[src/rtl/step_input_ctrl.sv]
`default_nettype none
// ============================================================================
// Module  : step_input_ctrl
// Brief   : Synchronises, debounces and arms the board push-buttons and jump
//           switches, producing a one-cycle step enable and select levels.
// Revision: 1.0  initial release
// ============================================================================
module step_input_ctrl #(
  parameter int DB_COUNT = 50000,
  parameter int CNT_W    = 16,
  parameter int STEP_W   = 16
) (
  input  logic              clk,
  input  logic              reset,
  input  logic              btnRaw,
  input  logic              btnSelectRaw,
  input  logic              btnWRselectRaw,
  input  logic              btnMuxExRaw,
  input  logic [3:0]        jmpAddrRaw,
  output logic              stepPulse,
  output logic              selectOut,
  output logic              wrSelectOut,
  output logic              muxExOut,
  output logic [3:0]        jmpAddr,
  output logic [STEP_W-1:0] stepCount
);

  localparam int c_NUM_BTN  = 4;
  localparam int c_BTN_STEP = 0;
  localparam int c_BTN_SEL  = 1;
  localparam int c_BTN_WR   = 2;
  localparam int c_BTN_MUX  = 3;
  localparam logic [CNT_W-1:0] c_DB_LAST = CNT_W'(DB_COUNT - 1);

  logic [c_NUM_BTN-1:0] w_btn_raw;
  logic [c_NUM_BTN-1:0] btn_meta_q;
  logic [c_NUM_BTN-1:0] btn_sync_q;
  logic [3:0]           jmp_meta_q;
  logic [3:0]           jmp_sync_q;
  logic [1:0]           prime_q;
  logic [c_NUM_BTN-1:0] w_press;
  logic                 w_wr_level;

  assign w_btn_raw = {btnMuxExRaw, btnWRselectRaw, btnSelectRaw, btnRaw};

  // prime_q[1] marks the sync chain as holding real samples rather than reset zeros
  always_ff @(posedge clk or posedge reset) begin
    if (reset) begin
      btn_meta_q <= '0;
      btn_sync_q <= '0;
      jmp_meta_q <= '0;
      jmp_sync_q <= '0;
      prime_q    <= '0;
    end else begin
      btn_meta_q <= w_btn_raw;
      btn_sync_q <= btn_meta_q;
      jmp_meta_q <= jmpAddrRaw;
      jmp_sync_q <= jmp_meta_q;
      prime_q    <= {prime_q[0], 1'b1};
    end
  end

  for (genvar b = 0; b < c_NUM_BTN; b++) begin : g_btn
    logic [CNT_W-1:0] cnt_q;
    logic [CNT_W-1:0] cnt_d;
    logic             level_q;
    logic             level_d;
    logic             level_prev_q;
    logic             armed_q;
    logic             armed_d;
    logic             armed_prev_q;

    // Arming needs a genuinely released button, so one held through reset stays inert
    always_comb begin
      cnt_d   = '0;
      level_d = level_q;
      if (btn_sync_q[b] != level_q) begin
        if (cnt_q == c_DB_LAST) begin
          level_d = ~level_q;
        end else begin
          cnt_d = cnt_q + CNT_W'(1);
        end
      end
      armed_d = armed_q | (prime_q[1] & ~level_q & ~btn_sync_q[b]);
    end

    always_ff @(posedge clk or posedge reset) begin
      if (reset) begin
        cnt_q        <= '0;
        level_q      <= 1'b0;
        level_prev_q <= 1'b0;
        armed_q      <= 1'b0;
        armed_prev_q <= 1'b0;
      end else begin
        cnt_q        <= cnt_d;
        level_q      <= level_d;
        level_prev_q <= level_q;
        armed_q      <= armed_d;
        armed_prev_q <= armed_q;
      end
    end

    // armed_prev_q is the armed state in the cycle before the level rose
    assign w_press[b] = level_q & ~level_prev_q & armed_prev_q;

    if (b == c_BTN_WR) begin : g_wr_level
      assign w_wr_level = level_q & armed_q;
    end
  end

  logic              step_pulse_q;
  logic              step_pulse_d;
  logic              select_q;
  logic              select_d;
  logic              wr_select_q;
  logic              wr_select_d;
  logic              mux_ex_q;
  logic              mux_ex_d;
  logic [3:0]        jmp_addr_q;
  logic [3:0]        jmp_addr_d;
  logic [STEP_W-1:0] step_count_q;
  logic [STEP_W-1:0] step_count_d;

  always_comb begin
    step_pulse_d = w_press[c_BTN_STEP];
    select_d     = select_q ^ w_press[c_BTN_SEL];
    mux_ex_d     = mux_ex_q ^ w_press[c_BTN_MUX];
    wr_select_d  = w_wr_level;
    jmp_addr_d   = jmp_addr_q;
    step_count_d = step_count_q;
    if (w_press[c_BTN_STEP]) begin
      jmp_addr_d   = jmp_sync_q;
      step_count_d = step_count_q + STEP_W'(1);
    end
  end

  always_ff @(posedge clk or posedge reset) begin
    if (reset) begin
      step_pulse_q <= 1'b0;
      select_q     <= 1'b0;
      wr_select_q  <= 1'b0;
      mux_ex_q     <= 1'b0;
      jmp_addr_q   <= '0;
      step_count_q <= '0;
    end else begin
      step_pulse_q <= step_pulse_d;
      select_q     <= select_d;
      wr_select_q  <= wr_select_d;
      mux_ex_q     <= mux_ex_d;
      jmp_addr_q   <= jmp_addr_d;
      step_count_q <= step_count_d;
    end
  end

  assign stepPulse   = step_pulse_q;
  assign selectOut   = select_q;
  assign wrSelectOut = wr_select_q;
  assign muxExOut    = mux_ex_q;
  assign jmpAddr     = jmp_addr_q;
  assign stepCount   = step_count_q;

endmodule
`default_nettype wire

[config.mk]
export PLATFORM = sky130hd
export DESIGN_NAME = step_input_ctrl
export DESIGN_NICKNAME = d
export VERILOG_FILES = /design/src/rtl/step_input_ctrl.sv
export SDC_FILE = /design/constraint.sdc
export NUM_CORES = 1
export LEC_CHECK = 0
export ABC_AREA = 1
export BUFFER_PORTS_ARGS = -buffer_cell sky130_fd_sc_hd__buf_4
export CORE_MARGIN = 3
export CORE_UTILIZATION = 60
export CTS_CLUSTER_DIAMETER = 80
export DETAILED_ROUTE_END_ITERATION = 7
export PLACE_DENSITY_LB_ADDON = 0.1
export SKIP_CTS_REPAIR_TIMING = 1
export SYNTH_ARGS = -nofsm -noshare
export SYNTH_HDL_FRONTEND = slang
export SYNTH_SLANG_ARGS = --single-unit
[constraint.sdc]
create_clock -name clk -period 10.1 [get_ports clk]
set_input_delay 1.01 -clock clk [delete_from_list [all_inputs] [get_ports clk]]
set_output_delay 1.01 -clock clk [all_outputs]
set_load 0.005 [all_outputs]
==> metrics.txt, run 1 <==
Initial Util=63.3%; Max stage delay cell, worst path=sky130_fd_sc_hd__dfrtp_1; instance count along the most critical hold path=0; Buf/Inv on CP=1; net switching power=~0.24 mW; Total Die Area=~0.011 sq mm; CTS tree=done; RSZ-0062 raised after global routing=false; fill cell instance count of the final layout=around 630; endpoint arrival time on the critical path=approximately 1.1 ns; post-synthesis sequential element count=120; number of enable flip-flop cells after synthesis=0; power per unit of standard cell area=approximately 180 mW/mm^2; diode insertion count for antenna repair=0; buffer levels on the longest clock path=2; average size of a mapped cell=8.22 sq um; stage delay of the slowest cell on the critical path=0.43 ns; internal power=0.951 mW; initial antenna violation count=0; wire length reported by the detailed router=approximately 11 mm; final worst path period share=21.0%; pre-CTS setup slack=~7.6 ns; outcome=completed; via count=around 4500; via count of the first global-routing pass=~4300; maximum fanout along the worst path=5; slew at the pin with the worst max-slew slack=approximately 0.73 ns; drt via density=between 5 and 6; launching point of the worst reg2reg path=g_btn[3].cnt_q[0]; Root Buffer Master=sky130_fd_sc_hd__clkbuf_8; fraction of registers with async set/reset=between 90% and 100%; final setup fails=0; Crit. End Element=output pin; source-to-sink clock delay at the later pin of the worst-skew pair=between 0.5 and 0.6 ns; share of post-route cells with drive strength above 1=between 10% and 20%; leakage power=around 3.3 nW; final-layout setup total negative slack=0 ns; count of warnings emitted by yosys=0; WL/cell=approximately 13 microns; maximum operating frequency=about 470 MHz; level count of the clock H-tree=4; combinational group share of total power=2.4%; top cells by instance count after synthesis=178 x sky130_fd_sc_hd__nand2_1, 145 x sky130_fd_sc_hd__nor2_1, 120 x sky130_fd_sc_hd__dfrtp_1, 85 x sky130_fd_sc_hd__inv_1, 54 x sky130_fd_sc_hd__nand3_1; global routing usage summed across all routing layers=23.4%; Final Critical Period=roughly 2.1 ns; endpoints failing hold=0; DRC violation count after routing=0; Required @ worst endpoint=between 9 and 10 ns; post-route setup slack=~8 ns; number of nets still failing antenna checks after routing=0; Syn Inst Count=between 600 and 700; Max transition margin=approximately half; most area-consuming cells after synthesis=sky130_fd_sc_hd__dfrtp_1 53%, sky130_fd_sc_hd__nand2_1 12%, sky130_fd_sc_hd__nor2_1 9.6%; logic depth of the worst setup path including buffers=1; core box area=0.00898 sq mm; hpwl dp=about 7.4 mm; count of clock tree sinks=120; Critical Path Source=stepCount[3]; wire length of the first global-routing pass=19.3 mm; RD Place Congestion=~0.91; placement row count=34; cells along the critical path=buf_4; count of buffers inserted at the top-level ports=33; Critical Path Source Type=register; proportion of power drawn by flip-flops and latches=between 40 and 50%; predominant post-synthesis flop cell=sky130_fd_sc_hd__dfrtp_1; hold crit path type=register to register; sequential area share after synthesis=52.9%; CTS clock-pin slew for the worst setup and hold paths=around 0.050 ns; Die Span X=approximately 100 microns; fraction of power consumed by the clock network=a little under three fifths; critical hold path startpoint=btn_meta_q[2]; proportion of netlist area held by the largest area contributor=a little over half; number of cells traversed by the worst register-to-register path=6; number of buffers added by the clock tree synthesis step=17; net count of the finished layout=759; fin. max-slew vios=0; largest delay contributor family on the critical path=flip-flops; dominant cell by count in the synthesized netlist=sky130_fd_sc_hd__nand2_1; utilization after layout=approximately 75%; overflow left after global routing=0; post-synthesis instance area=0.00568 sq mm; number of violations reported at the end of detailed-routing iteration 0=between 150 and 200; clock tree skew after final layout=0.00536 ns; Mapped Nets=approximately 710; area growth from synthesis to layout=18.8%; cell taking the most area after synthesis=sky130_fd_sc_hd__dfrtp_1; number of iterations in the first detailed-routing pass=5; unique cell type count in the Yosys netlist=26; I/O pin cnt=34; Sw Ratio=about a fifth; Peak VDD IR=between 150 and 200 uV; largest net degree at the start of global routing=63; startpoint-to-endpoint class of the critical path=register to output pin; max cap viols=0; Die Y-Extent=slightly above 100 microns
state kept, by name, indices dropped and copies added (netlist names), 3 cells and up:
signal / flops
g_btn.cnt_q: 64
g_btn.armed_prev_q: 3
g_btn.armed_q: 4
btn_sync_q: 4
jmp_sync_q: 4
jmp_meta_q: 4
jmpAddr: 4
stepCount: 16
btn_meta_q: 4
g_btn.level_prev_q: 3
g_btn.level_q: 4
path summary, 6_finish.rpt:
| check | end | slack (ns) |
|---|---|---|
| max reg2reg | g_btn[3].cnt_q[14] | 8.48 |
| min | btn_sync_q[2] | 0.35 |
| min reg2reg | btn_sync_q[2] | 0.35 |
| max in group asynchronous | stepCount[15] | 8.28 |
| min in group asynchronous | btn_meta_q[0] | 0.61 |
| max | stepCount[3] | 7.98 |
kinds of logic (layout without fill, tap and decap cells):
family | Yosys count | count (layout) | synth area share (%)
simple gates | 418 | 418 | 31.7
flops | 120 | 120 | 52.9
buf+inv | 85 | 150 | 5.62
xor+xnor | 42 | 42 | 6.48
compound gates | 20 | 20 | 2.16
fa+ha+maj | 5 | 5 | 1.10
other cells | 1 | 1 | 0.0660
routing by layer:
metal | global-route usage, % | routed length [microns]
met2 | 40.0 | 5660
met4 | 8.67 | 114
met1 | 28.9 | 4880
met3 | 5.84 | 554
met5 | 0 | 0
worst register-to-register path: cells and delay by family, from the launching register on:
family / cells / cell delay [ns]
and+or+nand+nor: 5 / 0.84
adders and majority gates: 1 / 0.26
DFF: 1 / 0.40
per-stage QoR:
stage	instances	hold WS (ns)	power [mW]	cell area [sq um]
global placement	851	0.332	0.530	6100
CTS	882	0.350	1.20	6750
global route	882	0.358	1.23	6750
finish	882	0.350	1.19	6750
floorplan	691	0.331	0.521	5680
detailed placement	851	0.335	0.530	6100
power groups by stage:
stage / Clock, mW / Sequential, mW / Combinational, mW
floorplan: 0 / 0.501 / 0.0194
detailed placement: 0 / 0.502 / 0.0280
global route: 0.701 / 0.495 / 0.0328
finish: 0.668 / 0.494 / 0.0283
CTS: 0.677 / 0.494 / 0.0293
global placement: 0 / 0.502 / 0.0276
cell usage in the layout (no fill, tap or decap), types with 3 or more instances in the layout:
cell type                    count
sky130_fd_sc_hd__nand2_1       178
sky130_fd_sc_hd__nor2_1        145
sky130_fd_sc_hd__dfrtp_1       120
sky130_fd_sc_hd__inv_1          84
sky130_fd_sc_hd__nand3_1        54
sky130_fd_sc_hd__buf_4          34
sky130_fd_sc_hd__xor2_1         31
sky130_fd_sc_hd__clkbuf_16      16
sky130_fd_sc_hd__xnor2_1        11
sky130_fd_sc_hd__o21bai_1        9
sky130_fd_sc_hd__nor3_1          8
sky130_fd_sc_hd__or2_2           6
sky130_fd_sc_hd__a21oi_1         6
sky130_fd_sc_hd__bufinv_16       6
sky130_fd_sc_hd__nand4_1         5
sky130_fd_sc_hd__o21ai_0         5
sky130_fd_sc_hd__ha_1            5
sky130_fd_sc_hd__and2_1          4
sky130_fd_sc_hd__nor2_2          3
sky130_fd_sc_hd__nand3b_1        3
sky130_fd_sc_hd__clkinv_2        3
sky130_fd_sc_hd__clkinvlp_4      3
area by class of cell:
type / count / area (sq um) / share of cell area (%)
Clock buffer: 18 / 428 / 6.34
Clock inverter: 13 / 226 / 3.35
Inverter: 85 / 322 / 4.76
Multi-Input combinational cell: 486 / 2360 / 34.9
Sequential cell: 120 / 3000 / 44.5
Tap cell: 126 / 158 / 2.34
Timing Repair Buffer: 34 / 255 / 3.78
No activity file was read; power rests on OpenSTA's default activity.
==> inputs of run 2 (changes only) <==
- ABC_AREA: 1 -> 0
- clock period: 10.1 -> 2.2 ns (I/O delays scaled with it)
==> run 2 against run 1 <==
Critical path depth up 2. Largest cell class unchanged. Hold slack worse by 0.0039 ns. Register-to-register slack worse by 8.2 ns. Synthesized area down 11%.
==> metrics.txt, run 2 <==
outcome=completed; flip-flop count of the largest register, all copies and words added=64; commonest cells after routing, fill and taps aside=120 x sky130_fd_sc_hd__dfrtp_1, 74 x sky130_fd_sc_hd__nor2_1, 56 x sky130_fd_sc_hd__xnor2_1; fraction of registers with async set/reset=100%; Max transition margin=between 50% and 60%; number of violations reported at the end of detailed-routing iteration 0=roughly 150; dominant cell by count in the synthesized netlist=sky130_fd_sc_hd__dfrtp_1; final worst path period share=89.0%; slew at the pin with the worst max-slew slack=~0.60 ns; Buf/Inv on CP=0; predominant post-synthesis flop cell=sky130_fd_sc_hd__dfrtp_1; net count of the finished layout=approximately 530; global routing usage summed across all routing layers=approximately a fifth; Syn Inst Count=456; largest delay contributor family on the critical path=simple AND/OR/NAND/NOR gates; top cells by instance count after synthesis=120 x sky130_fd_sc_hd__dfrtp_1, 74 x sky130_fd_sc_hd__nor2_1, 56 x sky130_fd_sc_hd__xnor2_1, 29 x sky130_fd_sc_hd__nand2_1, 25 x sky130_fd_sc_hd__nand3_1; RSZ-0062 raised after global routing=false; Initial Util=a little under two thirds; post-synthesis sequential element count=120; count of clock tree sinks=120; level count of the clock H-tree=4; WL/cell=14.9 microns; via count of the first global-routing pass=around 3500; Max stage delay cell, worst path=sky130_fd_sc_hd__or4_4; maximum operating frequency=about 510 MHz; Die Y-Extent=just under 100 microns; number of iterations in the first detailed-routing pass=5; Root Buffer Master=sky130_fd_sc_hd__clkbuf_8; instance count along the most critical hold path=0; Critical Path Source Type=register; overflow left after global routing=0; logic depth of the worst setup path including buffers=3; unique cell type count in the Yosys netlist=37; hpwl dp=5.75 mm; Global Route met2 Usage=about a third; area growth from synthesis to layout=21.0%; share of post-route cells with drive strength above 1=between 10% and 20%; GR met1 Demand/Resource=approximately 27%; combinational group share of total power=under 10%; source-to-sink clock delay at the later pin of the worst-skew pair=0.50 ns; average size of a mapped cell=~11 sq um; net switching power=between 1 and 1.5 mW; Crit. End Element=register; final-layout setup total negative slack=0 ns; hold crit path type=register to register; endpoint arrival time on the critical path=about 2.3 ns; stage delay of the slowest cell on the critical path=between 0.5 and 0.6 ns; startpoint-to-endpoint class of the critical path=register to register; Mapped Nets=approximately 470; Reg with most FFs=g_btn.cnt_q; global-route layer with the greatest usage=met2; most common cell after layout, fill and taps aside=sky130_fd_sc_hd__dfrtp_1; Final Critical Period=between 1.5 and 2 ns; drt via density=5.58; proportion of power drawn by flip-flops and latches=roughly 45%; core box area=0.00797 sq mm; RD Place Congestion=around 0.87; I/O pin cnt=34; initial antenna violation count=0; Peak VDD IR=670 uV; final setup fails=0; placement row count=32; cell taking the most area after synthesis=sky130_fd_sc_hd__dfrtp_1; number of enable flip-flop cells after synthesis=0; Required @ worst endpoint=between 2 and 3 ns; count of warnings emitted by yosys=0; buffer levels on the longest clock path=2; number of cells traversed by the worst register-to-register path=3; number of cells after detailed placement=between 500 and 600; proportion of netlist area held by the largest area contributor=between 50% and 60%; fin. max-slew vios=0; clock tree skew after final layout=between 0.008 and 0.009 ns; maximum fanout along the worst path=5; endpoints failing hold=0; DRC violation count after routing=0; largest net degree at the start of global routing=121; wire length reported by the detailed router=roughly 9.4 mm; number of nets still failing antenna checks after routing=0; count of buffers inserted at the top-level ports=33; cells along the critical path=or4_1 -> or4_4 -> mux2_4; Sw Ratio=between 20 and 25%; power per unit of standard cell area=between 800 and 900 mW/mm^2; max cap viols=0; wire length of the first global-routing pass=~16 mm; Die Span X=slightly below 100 microns; CTS tree=done; Cell Count, Final, Fillers Out=631; Total Die Area=~0.0096 sq mm; sequential area share after synthesis=around 59%; met3 demand-to-capacity share in global routing=5.64%; via count=between 3000 and 4000; number of buffers added by the clock tree synthesis step=17; diode insertion count for antenna repair=0; fraction of power consumed by the clock network=between 50% and 60%; leakage power=roughly 2.7 nW; CTS clock-pin slew for the worst setup and hold paths=roughly 0.06 ns; internal power=3.99 mW; post-synthesis instance area=around 0.0051 sq mm; most area-consuming cells after synthesis=sky130_fd_sc_hd__dfrtp_1 59%, sky130_fd_sc_hd__xnor2_1 9.7%, sky130_fd_sc_hd__nor2_1 5.5%
[run 2: power by group through the flow]
stage	registers, mW	clock network [mW]	logic (mW)
3_3_place_gp	2.31	0	0.117
5_1_grt	2.28	2.78	0.150
2_1_floorplan	2.30	0	0.0799
4_1_cts	2.27	2.69	0.123
3_5_place_dp	2.31	0	0.120
6_report	2.27	2.64	0.130
[run 2: area by class of cell]
class                           count  area (sq um)
Timing Repair Buffer               48           395
Fill cell                         505          1830
Inverter                           15          60.1
Multi-Input combinational cell    314          1970
Clock inverter                     11           121
Tap cell                          102           128
Sequential cell                   120          3000
Clock buffer                       21           459
[run 2: cell families (layout without fill, tap and decap cells)]
| family | count (synthesis) | after routing | synth area share [%] |
|---|---|---|---|
| other | 1 | 1 | 0.0739 |
| AO/OA/AOI/OAI | 10 | 10 | 1.73 |
| adder cells (fa/ha/maj) | 5 | 5 | 1.23 |
| AND/OR/NAND/NOR | 219 | 219 | 21.9 |
| XOR/XNOR | 75 | 75 | 12.9 |
| flip-flops | 120 | 120 | 59.2 |
| multiplexers | 4 | 4 | 0.961 |
| buffers and inverters | 22 | 95 | 1.97 |
[run 2: worst paths after layout]
| check | slack (ns) | start | endpoint |
|---|---|---|---|
| max in group asynchronous | 1.27 | reset | jmp_sync_q[3] |
| min in group asynchronous | 0.48 | reset | stepCount[11] |
| hold reg to reg | 0.35 | jmp_meta_q[0] | jmp_sync_q[0] |
| hold / removal | 0.35 | jmp_meta_q[0] | jmp_sync_q[0] |
| setup reg to reg | 0.24 | g_btn[3].cnt_q[10] | g_btn[3].level_q |
| setup / recovery | 0.24 | g_btn[3].cnt_q[10] | g_btn[3].level_q |
[run 2: worst register-to-register path, cell delays in order (launching register included)]
cell                      delay [ns]
sky130_fd_sc_hd__dfrtp_1        0.43
sky130_fd_sc_hd__or4_1          0.53
sky130_fd_sc_hd__or4_4          0.56
sky130_fd_sc_hd__mux2_4         0.32
[run 2: layer usage]
metal,wire (microns),vias up
met5,0,-
met4,144,0
met3,362,17
met2,4860,89
met1,4030,1723
li1,-,1689
[run 2: per-stage QoR]
| stage | cell area, sq um | hold WS [ns] | total power, mW | setup WS (ns) | util, % |
|---|---|---|---|---|---|
| 2_1_floorplan | 5080 | 0.251 | 2.38 | 0.291 | - |
| 3_3_place_gp | 5470 | 0.330 | 2.42 | 0.297 | 68.6 |
| 4_1_cts | 6050 | -0.201 | 5.08 | 0.236 | 75.9 |
| 5_1_grt | 6140 | 0.351 | 5.21 | 0.137 | 77.0 |
| 6_report | 6140 | 0.346 | 5.04 | 0.242 | 77.0 |
| 3_5_place_dp | 5470 | 0.330 | 2.43 | 0.259 | 68.6 |
